[config.mk]
export PLATFORM = sky130hd
export DESIGN_NAME = mips16_mc_control_flat
export DESIGN_NICKNAME = d
export VERILOG_FILES = /design/src/rtl/mips16_pkg.sv /design/src/rtl/mips16_mc_control_if.sv /design/src/rtl/mips16_ctrl_decode.sv /design/src/rtl/mips16_mc_control.sv /design/src/flat_wrapper.sv
export SDC_FILE = /design/constraint.sdc
export NUM_CORES = 1
export LEC_CHECK = 0
export BUFFER_PORTS_ARGS = -buffer_cell sky130_fd_sc_hd__buf_2
export CAP_MARGIN = 30
export CORE_MARGIN = 2
export CORE_UTILIZATION = 25
export CTS_CLUSTER_SIZE = 16
export DETAILED_ROUTE_END_ITERATION = 6
export PLACE_DENSITY = 0.43
export SYNTH_ARGS = -nofsm -noshare
export SYNTH_HDL_FRONTEND = slang
export SYNTH_SLANG_ARGS = --single-unit
export TNS_END_PERCENT = 20
[constraint.sdc]
create_clock -name clk -period 2.7 [get_ports clk]
set_clock_uncertainty 0.1 [all_clocks]
set_input_delay 0.405 -clock clk [delete_from_list [all_inputs] [get_ports clk]]
set_output_delay 0.405 -clock clk [all_outputs]
set_load 0.01 [all_outputs]
[src/rtl/mips16_pkg.sv]
// Shared encodings for the multi-cycle MIPS16 control unit: opcodes, FSM states,
// ALUOp / mux-select codes and the bundle of control strobes.
package mips16_pkg;

    localparam logic [3:0] OP_RTYPE = 4'b0000;
    localparam logic [3:0] OP_LW    = 4'b0001;
    localparam logic [3:0] OP_SW    = 4'b0010;
    localparam logic [3:0] OP_BEQ   = 4'b0011;
    localparam logic [3:0] OP_ADDI  = 4'b0100;
    localparam logic [3:0] OP_SLTI  = 4'b0101;
    localparam logic [3:0] OP_J     = 4'b0110;
    localparam logic [3:0] OP_HALT  = 4'b1111;

    localparam logic [1:0] ALUOP_FUNC = 2'b00;
    localparam logic [1:0] ALUOP_SUB  = 2'b01;
    localparam logic [1:0] ALUOP_SLT  = 2'b10;
    localparam logic [1:0] ALUOP_ADD  = 2'b11;

    localparam logic [1:0] SRCB_REG  = 2'b00;
    localparam logic [1:0] SRCB_ONE  = 2'b01;
    localparam logic [1:0] SRCB_IMM  = 2'b10;
    localparam logic [1:0] SRCB_BOFF = 2'b11;

    localparam logic [1:0] PCSRC_ALU    = 2'b00;
    localparam logic [1:0] PCSRC_ALUOUT = 2'b01;
    localparam logic [1:0] PCSRC_JUMP   = 2'b10;

    typedef enum logic [3:0] {
        S_IDLE     = 4'd0,
        S_FETCH    = 4'd1,
        S_DECODE   = 4'd2,
        S_EXEC_R   = 4'd3,
        S_WB_R     = 4'd4,
        S_EXEC_I   = 4'd5,
        S_WB_I     = 4'd6,
        S_MEM_ADDR = 4'd7,
        S_MEM_RD   = 4'd8,
        S_MEM_WR   = 4'd9,
        S_MEM_WB   = 4'd10,
        S_BRANCH   = 4'd11,
        S_JUMP     = 4'd12,
        S_HALT     = 4'd13,
        S_TRAP     = 4'd14
    } state_e;

    typedef struct packed {
        logic       pc_write;
        logic       pc_write_cond;
        logic       ir_write;
        logic       mem_req;
        logic       mem_we;
        logic       i_or_d;
        logic       reg_write;
        logic       reg_dst;
        logic       mem_to_reg;
        logic       alu_src_a;
        logic [1:0] alu_src_b;
        logic [1:0] alu_op;
        logic [1:0] pc_source;
        logic       halted;
        logic       illegal;
    } ctrl_t;

    // States that hold a memory request open and may stall on mem_ready.
    function automatic logic is_mem_wait_state(state_e s);
        return (s == S_FETCH) || (s == S_MEM_RD) || (s == S_MEM_WR);
    endfunction

endpackage

[src/rtl/mips16_mc_control_if.sv]
// Control-unit <-> datapath/memory bundle. master = control unit, slave = datapath side.
interface mips16_mc_control_if;

    logic [3:0] opcode;
    logic       zero;
    // mem_req/mem_ready: a request stays asserted with stable address selects until
    // the cycle mem_ready is high, which completes it; mem_ready without mem_req is ignored.
    logic       mem_ready;

    logic       pc_write;
    logic       pc_write_cond;
    logic       ir_write;
    logic       mem_req;
    logic       mem_we;
    logic       i_or_d;
    logic       reg_write;
    logic       reg_dst;
    logic       mem_to_reg;
    logic       alu_src_a;
    logic [1:0] alu_src_b;
    logic [1:0] alu_op;
    logic [1:0] pc_source;
    logic       halted;
    logic       illegal;
    logic [3:0] state;

    modport master (
        input  opcode, zero, mem_ready,
        output pc_write, pc_write_cond, ir_write, mem_req, mem_we, i_or_d,
               reg_write, reg_dst, mem_to_reg, alu_src_a, alu_src_b, alu_op,
               pc_source, halted, illegal, state
    );

    modport slave (
        output opcode, zero, mem_ready,
        input  pc_write, pc_write_cond, ir_write, mem_req, mem_we, i_or_d,
               reg_write, reg_dst, mem_to_reg, alu_src_a, alu_src_b, alu_op,
               pc_source, halted, illegal, state
    );

endinterface

[src/rtl/mips16_ctrl_decode.sv]
// Combinational output decoder: state + opcode + mem_ready -> datapath strobes and selects.
module mips16_ctrl_decode
    import mips16_pkg::*;
(
    input  state_e     state_i,
    input  logic [3:0] opcode_i,
    input  logic       mem_ready_i,
    output ctrl_t      ctrl_o
);

    always_comb begin
        ctrl_o = '0;
        case (state_i)
            S_FETCH: begin
                ctrl_o.mem_req   = 1'b1;
                ctrl_o.alu_src_b = SRCB_ONE;
                ctrl_o.alu_op    = ALUOP_ADD;
                ctrl_o.pc_source = PCSRC_ALU;
                // IR and PC+1 commit only in the cycle the fetch completes.
                ctrl_o.ir_write  = mem_ready_i;
                ctrl_o.pc_write  = mem_ready_i;
            end
            S_DECODE: begin
                ctrl_o.alu_src_b = SRCB_BOFF;
                ctrl_o.alu_op    = ALUOP_ADD;
            end
            S_EXEC_R: begin
                ctrl_o.alu_src_a = 1'b1;
                ctrl_o.alu_src_b = SRCB_REG;
                ctrl_o.alu_op    = ALUOP_FUNC;
            end
            S_EXEC_I: begin
                ctrl_o.alu_src_a = 1'b1;
                ctrl_o.alu_src_b = SRCB_IMM;
                ctrl_o.alu_op    = (opcode_i == OP_SLTI) ? ALUOP_SLT : ALUOP_ADD;
            end
            S_MEM_ADDR: begin
                ctrl_o.alu_src_a = 1'b1;
                ctrl_o.alu_src_b = SRCB_IMM;
                ctrl_o.alu_op    = ALUOP_ADD;
            end
            S_MEM_RD: begin
                ctrl_o.mem_req = 1'b1;
                ctrl_o.i_or_d  = 1'b1;
            end
            S_MEM_WR: begin
                ctrl_o.mem_req = 1'b1;
                ctrl_o.mem_we  = 1'b1;
                ctrl_o.i_or_d  = 1'b1;
            end
            S_MEM_WB: begin
                ctrl_o.reg_write  = 1'b1;
                ctrl_o.mem_to_reg = 1'b1;
            end
            S_WB_R: begin
                ctrl_o.reg_write = 1'b1;
                ctrl_o.reg_dst   = 1'b1;
            end
            S_WB_I: ctrl_o.reg_write = 1'b1;
            S_BRANCH: begin
                ctrl_o.alu_src_a     = 1'b1;
                ctrl_o.alu_src_b     = SRCB_REG;
                ctrl_o.alu_op        = ALUOP_SUB;
                ctrl_o.pc_write_cond = 1'b1;
                ctrl_o.pc_source     = PCSRC_ALUOUT;
            end
            S_JUMP: begin
                ctrl_o.pc_write  = 1'b1;
                ctrl_o.pc_source = PCSRC_JUMP;
            end
            S_HALT:  ctrl_o.halted  = 1'b1;
            S_TRAP:  ctrl_o.illegal = 1'b1;
            default: ;
        endcase
    end

endmodule

[src/rtl/mips16_mc_control.sv]
// Multi-cycle main control FSM: state register, next-state dispatch and the
// memory wait-cycle timeout that traps a stalled access.
module mips16_mc_control
    import mips16_pkg::*;
#(
    parameter int MEM_TIMEOUT = 255
) (
    input logic                 clk,
    input logic                 reset,
    mips16_mc_control_if.master bus
);

    localparam int CW = (MEM_TIMEOUT < 2) ? 1 : $clog2(MEM_TIMEOUT + 1);

    state_e        state_q, state_d;
    logic [CW-1:0] wait_cnt_q, wait_cnt_d;
    logic          timeout;
    ctrl_t         ctrl;
    logic          unused_zero;

    // The zero flag gates pc_write_cond inside the datapath, not here.
    assign unused_zero = bus.zero;

    always_comb begin
        timeout = (MEM_TIMEOUT != 0) && !bus.mem_ready &&
                  (int'(wait_cnt_q) == MEM_TIMEOUT - 1);
    end

    always_comb begin
        state_d = state_q;
        case (state_q)
            S_IDLE:  state_d = S_FETCH;
            S_FETCH: begin
                if (bus.mem_ready)  state_d = S_DECODE;
                else if (timeout)   state_d = S_TRAP;
            end
            S_DECODE: begin
                case (bus.opcode)
                    OP_RTYPE:      state_d = S_EXEC_R;
                    OP_LW, OP_SW:  state_d = S_MEM_ADDR;
                    OP_BEQ:        state_d = S_BRANCH;
                    OP_ADDI,
                    OP_SLTI:       state_d = S_EXEC_I;
                    OP_J:          state_d = S_JUMP;
                    OP_HALT:       state_d = S_HALT;
                    default:       state_d = S_TRAP;
                endcase
            end
            S_EXEC_R:   state_d = S_WB_R;
            S_WB_R:     state_d = S_FETCH;
            S_EXEC_I:   state_d = S_WB_I;
            S_WB_I:     state_d = S_FETCH;
            S_MEM_ADDR: state_d = (bus.opcode == OP_SW) ? S_MEM_WR : S_MEM_RD;
            S_MEM_RD: begin
                if (bus.mem_ready)  state_d = S_MEM_WB;
                else if (timeout)   state_d = S_TRAP;
            end
            S_MEM_WR: begin
                if (bus.mem_ready)  state_d = S_FETCH;
                else if (timeout)   state_d = S_TRAP;
            end
            S_MEM_WB:   state_d = S_FETCH;
            S_BRANCH:   state_d = S_FETCH;
            S_JUMP:     state_d = S_FETCH;
            S_HALT:     state_d = S_HALT;
            S_TRAP:     state_d = S_TRAP;
            default:    state_d = S_TRAP;
        endcase
    end

    // Counts stalled cycles of the open request; any state change restarts it.
    always_comb begin
        wait_cnt_d = '0;
        if ((MEM_TIMEOUT != 0) && is_mem_wait_state(state_q) && (state_d == state_q)) begin
            wait_cnt_d = wait_cnt_q + 1'b1;
        end
    end

    always_ff @(posedge clk) begin
        if (reset) begin
            state_q    <= S_IDLE;
            wait_cnt_q <= '0;
        end else begin
            state_q    <= state_d;
            wait_cnt_q <= wait_cnt_d;
        end
    end

    mips16_ctrl_decode u_decode (
        .state_i     (state_q),
        .opcode_i    (bus.opcode),
        .mem_ready_i (bus.mem_ready),
        .ctrl_o      (ctrl)
    );

    assign bus.pc_write      = ctrl.pc_write;
    assign bus.pc_write_cond = ctrl.pc_write_cond;
    assign bus.ir_write      = ctrl.ir_write;
    assign bus.mem_req       = ctrl.mem_req;
    assign bus.mem_we        = ctrl.mem_we;
    assign bus.i_or_d        = ctrl.i_or_d;
    assign bus.reg_write     = ctrl.reg_write;
    assign bus.reg_dst       = ctrl.reg_dst;
    assign bus.mem_to_reg    = ctrl.mem_to_reg;
    assign bus.alu_src_a     = ctrl.alu_src_a;
    assign bus.alu_src_b     = ctrl.alu_src_b;
    assign bus.alu_op        = ctrl.alu_op;
    assign bus.pc_source     = ctrl.pc_source;
    assign bus.halted        = ctrl.halted;
    assign bus.illegal       = ctrl.illegal;
    assign bus.state         = state_q;

endmodule

[src/flat_wrapper.sv]
// flat-port wrapper written by rule: the top's interface ports become plain ports
module mips16_mc_control_flat import mips16_pkg::*;
#(
    parameter int MEM_TIMEOUT = 255
)
  (clk, reset, bus_opcode, bus_zero, bus_mem_ready, bus_pc_write, bus_pc_write_cond, bus_ir_write, bus_mem_req, bus_mem_we, bus_i_or_d, bus_reg_write, bus_reg_dst, bus_mem_to_reg, bus_alu_src_a, bus_alu_src_b, bus_alu_op, bus_pc_source, bus_halted, bus_illegal, bus_state);
  mips16_mc_control_if bus_i ();
  input logic clk;
  input logic reset;
  input wire logic [$bits(bus_i.opcode)-1:0] bus_opcode;
  input wire logic [$bits(bus_i.zero)-1:0] bus_zero;
  input wire logic [$bits(bus_i.mem_ready)-1:0] bus_mem_ready;
  output wire logic [$bits(bus_i.pc_write)-1:0] bus_pc_write;
  output wire logic [$bits(bus_i.pc_write_cond)-1:0] bus_pc_write_cond;
  output wire logic [$bits(bus_i.ir_write)-1:0] bus_ir_write;
  output wire logic [$bits(bus_i.mem_req)-1:0] bus_mem_req;
  output wire logic [$bits(bus_i.mem_we)-1:0] bus_mem_we;
  output wire logic [$bits(bus_i.i_or_d)-1:0] bus_i_or_d;
  output wire logic [$bits(bus_i.reg_write)-1:0] bus_reg_write;
  output wire logic [$bits(bus_i.reg_dst)-1:0] bus_reg_dst;
  output wire logic [$bits(bus_i.mem_to_reg)-1:0] bus_mem_to_reg;
  output wire logic [$bits(bus_i.alu_src_a)-1:0] bus_alu_src_a;
  output wire logic [$bits(bus_i.alu_src_b)-1:0] bus_alu_src_b;
  output wire logic [$bits(bus_i.alu_op)-1:0] bus_alu_op;
  output wire logic [$bits(bus_i.pc_source)-1:0] bus_pc_source;
  output wire logic [$bits(bus_i.halted)-1:0] bus_halted;
  output wire logic [$bits(bus_i.illegal)-1:0] bus_illegal;
  output wire logic [$bits(bus_i.state)-1:0] bus_state;
  assign bus_i.opcode = bus_opcode;
  assign bus_i.zero = bus_zero;
  assign bus_i.mem_ready = bus_mem_ready;
  assign bus_pc_write = bus_i.pc_write;
  assign bus_pc_write_cond = bus_i.pc_write_cond;
  assign bus_ir_write = bus_i.ir_write;
  assign bus_mem_req = bus_i.mem_req;
  assign bus_mem_we = bus_i.mem_we;
  assign bus_i_or_d = bus_i.i_or_d;
  assign bus_reg_write = bus_i.reg_write;
  assign bus_reg_dst = bus_i.reg_dst;
  assign bus_mem_to_reg = bus_i.mem_to_reg;
  assign bus_alu_src_a = bus_i.alu_src_a;
  assign bus_alu_src_b = bus_i.alu_src_b;
  assign bus_alu_op = bus_i.alu_op;
  assign bus_pc_source = bus_i.pc_source;
  assign bus_halted = bus_i.halted;
  assign bus_illegal = bus_i.illegal;
  assign bus_state = bus_i.state;
  mips16_mc_control #(.MEM_TIMEOUT(MEM_TIMEOUT)) u_core (.clk(clk), .reset(reset), .bus(bus_i));
endmodule
---- Word level (Yosys, flattened, before mapping) ----
Memories as Yosys holds them, arrays and structs flattened.
Cells that the tools add are included.
word-level totals
  bits in registers ....................... 12
  bits in read-only memories .............. 64
  input bits .............................. 8
  output and inout bits ................... 22
  logic and storage cells ................. 56
  memories ................................ 1
cells by class
  add/subtract/negate cells ............... 1
  eq/ne operators ......................... 18
  multiplexer cells ....................... 21
  bitwise gates (word level) .............. 1
  reductions and logical operators ........ 12
memories
  memory            words  bits a word  rd ports  clocked after Yosys merged registers in  write ports  RTL line                 RTL
  (name not given)  16     4            1         0                                        0            mips16_mc_control.sv:38  case (bus.opcode)
operators with widths
  operator               count
  $pmux W4 S9            1
  $eq A4 B4 Y1 const B   7
  $eq A4 B3 Y1 const B   5
  $pmux W4 S5            1
  $mux W4                4
  $mux W1                13
  $eq A4 B2 Y1 const B   3
  $add A8 B1 Y8 const B  1
  $eq A8 B2 Y1 const B   1
  $reduce_or A3 Y1       2
  $reduce_or A6 Y1       1
  $eq A4 B1 Y1 const B   1
  $eq A4 B4 Y1           1
  $logic_not A4 Y1       1
  $pmux W2 S2            1
  $reduce_or A2 Y1       2
  $reduce_or A4 Y1       1
  $logic_and A1 B1 Y1    2
  $logic_or A1 B1 Y1     2
  $pmux W1 S2            1
  $logic_not A1 Y1       1
  $not A1 Y1             1

---- Logic depth before layout (Yosys ltp) ----
  depth in word-level cells ............... 9
  mapped depth ............................ 6
  gate-level depth less buffers ........... 6

---- Modules after synthesis ----
Synthesis repeated with hierarchy kept, for this count alone.
second synthesis, totals
  cell total of the unflattened synthesis .. 130
  area total of the unflattened synthesis .. 1031.0 um^2
by module, submodules not included
  module              times used  cells an instance  area an instance (um^2)  sequential area each (um^2)
  mips16_mc_control   1           93                 770.7                    240.2
  mips16_ctrl_decode  1           37                 260.2                    0.0

---- Least setup slack after synthesis ----
No wires, ideal clock.
  path type ............................... reg-to-output
  start point ............................. reg u_core.state_q[2] (netlist: u_core.bus.state[2])
  end point ............................... out bus_pc_write
  arrival ................................. 1.291 ns
  data required time ...................... 2.195 ns
  slack ................................... 0.904 ns
  cell stages (with the launch flop) ...... 5
  path buffers ............................ 1
  cell sequence ........................... dfxtp_1 > buf_2 > or2_1 > nor3_1 > or2_2
on the way
  longest elaborated chain between the ends .. 2
  elaborated cells between the ends (all ways) .. 3
RTL lines
  what                                                 RTL line                  RTL
  start: declaration                                   mips16_mc_control.sv:15   state_e state_q, state_d;
  start signal: assignment                             mips16_mc_control.sv:84   state_q <= state_d;
  $eq A4 B4 Y1 / $eq A4 B1 Y1 (equally long branches)  mips16_ctrl_decode.sv:13  case (state_i)
  $pmux W1 S2 (*)                                      mips16_ctrl_decode.sv:13
  end: declaration                                     flat_wrapper.sv:13        output wire logic [$bits(bus_i.pc_write)-1:0] bus_pc_write;
Every way passes the cells marked *; elsewhere a longest branch is shown, timed or not.

---- Worst setup path after layout ----
  start point ............................. reg u_core.state_q[3] (netlist: u_core.bus.state[3])
  end point ............................... out bus_alu_op[0]
on the way
  longest elaborated chain between the ends .. 2
  elaborated cells between the ends (all ways) .. 6
RTL lines
  what                                  RTL line                  RTL
  $eq A4 B4 Y1 (tied with other cells)  mips16_ctrl_decode.sv:13
  $pmux W4 S5 (*)                       mips16_ctrl_decode.sv:13
  end: declaration                      flat_wrapper.sv:24        output wire logic [$bits(bus_i.alu_op)-1:0] bus_alu_op;
Marks and branches as above.

==> summary.md <==
| Metric | Value |
|---|---|
| Run status | completed |
| Floorplan die area | 4308 µm² |
| Global-route wire length before repair | 3836 µm |
| Horizontal die dimension | 65.64 µm |
| Mean post-synth cell area | 7.721 µm² |
| Setup Viol. Count Final | 0 |
| CTS H-Tree Depth | 1 |
| Cell depth of the worst hold path | 2 |
| Hold Path End | u_core.bus.state[1] |
| Utilization after layout | 31.41% |
| Router iterations before antenna repair | 4 |
| Detailed Route WL | 2256 µm |
| # Max-Cap Violations | 0 |
| Count of state elements after synthesis | 12 |
| Number of pins exceeding their max-slew limit in the final report | 0 |
| Reg2Reg Depth | 4 |
| I/O pins | 30 |
| Min-delay worst type | input pin to register |
| Minimum period implied by the final worst setup slack | 2.173 ns |
| HPWL after detailed placement | 1749 µm |
| Gate count after technology mapping | 123 |
| Number of DRC violations after detailed-routing iteration 0 | 74 |
| Initial cell density of the core | 25.94% |
| Worst path required time | 2.19 ns |
| Largest net degree at the start of global routing | 19 |
| Critical Path Start Type | register |
| PD cells | 884.6 nW/µm² |
| GRT Residual Overflow | 0 |
| Layout Area Growth over Synthesis | 21.08% |
| Unrepaired setup endpoints after global routing | false |
| Post-CTS setup repair buffer count | 0 |
| Remaining number of nets flagged by the antenna check after routing | 0 |
| Number of rows in the core area | 22 |
| FF-to-FF setup slack | 0.76 ns |
| Worst stage delay on the critical path | 0.59 ns |
| Worst-margin pin slew | 0.5387 ns |
| Max FO, Critical Path | 14 |
| Post-route insts no fill | 195 |
| Part of the cycle the worst path needs | 80.50% |
| Reg clk slew, reported paths | 0.05 ns |
| Warning count from the yosys run | 0 |
| Min-delay src | reset |
| Most area-hungry cell type in the Yosys netlist | dfxtp_1 |
| Worst slack at placement | 0.7568 ns |
| Vias in the first global route | 809 |
| Maximum buffer depth of the clock tree | 2 |
| Final GP Congestion | 0.7780 |
| Final Net Count | 163 |
| Max Fclk | 460.1 MHz |
| Diode insertion count for antenna repair | 0 |
| Share of flip-flops with an asynchronous set or reset after synthesis | 0% |
| Signal arrival time at the worst endpoint | 1.67 ns |
| Floorplan core area | 3661 µm² |
| Kind of capture point of the worst setup path | output port |
| Setup TNS after final layout | 0 ns |
| Final setup slack of the worst path | 0.5266 ns |
| Vias per std cell | 4.810 |
| Net count after synthesis | 137 |
| Worst flop-to-flop path startpoint | u_core.bus.state[0] |
| Netlist area before placement | 949.7 µm² |
| Clock Latency Late Sink | 0.23 ns |
| Vias | 938 |
| CP Class | register to output port |
| CTS tree | done |
| Clock buffer count from CTS | 3 |
| Number of hold buffers added after CTS | 0 |
| CTS Root Cell | clkbuf_8 |
| Commonest non-fill, non-tap cells in the layout | buf_2, dfxtp_1, nor2_1, nand2_1, a21oi_1 |
| Relative slew margins | 64.04% |
| Routed wire per std cell | 11.57 µm |
| Area fraction of the dominant cell type after synthesis | 25.30% |
| Synth top area cells | dfxtp_1, ha_1, nor2_2 |
| CTS resizes | 0 |
| Max rail drop VDD | 0.2412 mV |
| Reg-to-Reg End | u_core.wait_cnt_q[6] |
| Port Buffer Count | 28 |
| Proportion of layout cells with a drive suffix above 1 | 31.97% |
| Count of unique library cells instantiated by Yosys | 38 |
| Most common cell after layout, fill and taps aside | buf_2 |
| EDFF count, synth | 0 |
| Static power due to leakage | 0.0005097 µW |
| Overall power consumption | 1017 µW |
| DR DRC count | 0 |
| Number of cells after detailed placement | 192 |
| Sinks on the clock net | 12 |
| Top flip-flop cell by instance count after synthesis | dfxtp_1 |
| Number of failing hold endpoints at the final stage | 0 |
| Slowest stage cell, crit path | dfxtp_1 |
| GR Util All Layers | 11.05% |
| Die Span Y | 65.64 µm |
| Antenna violations before repair | 0 |
| Ordered list of cells on the worst path | nand2_1 > nand3_1 > o21ai_0 > a21o_1 > buf_2 |
| Sequential fraction of the synthesis area | 25.30% |
## where the power goes
part	internal [µW]	leakage, µW	switching, µW
Sequential	208	0.0000975	80.8
Combinational	237	0.000391	340
Clock	97.3	0.0000216	54.2
## cells in the mapped netlist, types with 2 or more instances
master,n
dfxtp_1,12
nor2_1,11
nand2_1,9
a21oi_1,8
inv_1,7
nor2_2,7
ha_1,6
o21ai_0,6
nand3_1,5
nor3_1,5
xor2_1,5
buf_2,3
clkbuf_1,3
nand2b_1,3
nand4_1,3
a31oi_1,2
and3_1,2
and4_4,2
buf_6,2
nand4b_1,2
o311ai_0,2
or2_2,2
## critical path, delay by kind of cell (launching register included)
kind                   cells  cell delay [ns]
flip-flops                 1             0.59
buffers and inverters      1             0.13
AND/OR/NAND/NOR            2             0.41
AO/OA/AOI/OAI              2             0.30
## area by class of cell
type                            instances  area, µm²
Clock buffer                            3      41.29
Fill cell                             390       2511
Inverter                                7      26.28
Multi-Input combinational cell         95      626.9
Sequential cell                        12      240.2
Tap cell                               48      60.06
Timing Repair Buffer                   30      155.1
## kinds of logic (layout without fill, tap and decap cells)
family | after synthesis | count (layout) | synth area share, %
buffers and inverters | 16 | 40 | 8.696
adder cells (fa/ha/maj) | 7 | 7 | 8.959
AND/OR/NAND/NOR | 56 | 56 | 34.39
XOR/XNOR | 6 | 6 | 5.534
AO/OA/AOI/OAI | 26 | 26 | 17.13
flip-flops | 12 | 12 | 25.30
## stage by stage
step | instance area [µm²] | hold WS (ns)
2_1_floorplan | 949.7 | 0.3626
3_3_place_gp | 1109 | 0.4007
3_5_place_dp | 1109 | 0.3987
4_1_cts | 1150 | 0.3231
5_1_grt | 1150 | 0.3211
6_report | 1150 | 0.3346
## worst max-delay path by stage
| stage | from | to | slack [ns] |
|---|---|---|---|
| floorplan | u_core.bus.state[2] | bus_pc_write | 0.90 |
| global placement | u_core.bus.state[0] | u_core.wait_cnt_q[2] | 0.76 |
| detailed placement | u_core.bus.state[0] | u_core.wait_cnt_q[7] | 0.76 |
| CTS | u_core.bus.state[3] | bus_alu_op[0] | 0.53 |
| global route | u_core.bus.state[0] | bus_pc_write | 0.32 |
| finish | u_core.bus.state[3] | bus_alu_op[0] | 0.53 |
## per-layer routing
metal	share of wire [%]	track usage [%]	wire length (µm)	vias up
met5	0	0	0	-
met4	1.0	2.344	23	0
met3	4.6	2.226	103	2
met2	45	15.78	1023	24
met1	49	16.80	1105	427
li1	-	-	-	485
## registers in the layout (all words and copies together) (netlist names)
register,cells
u_core.wait_cnt_q,8
u_core.bus.state,4
No activity file was read; power rests on OpenSTA's default activity.
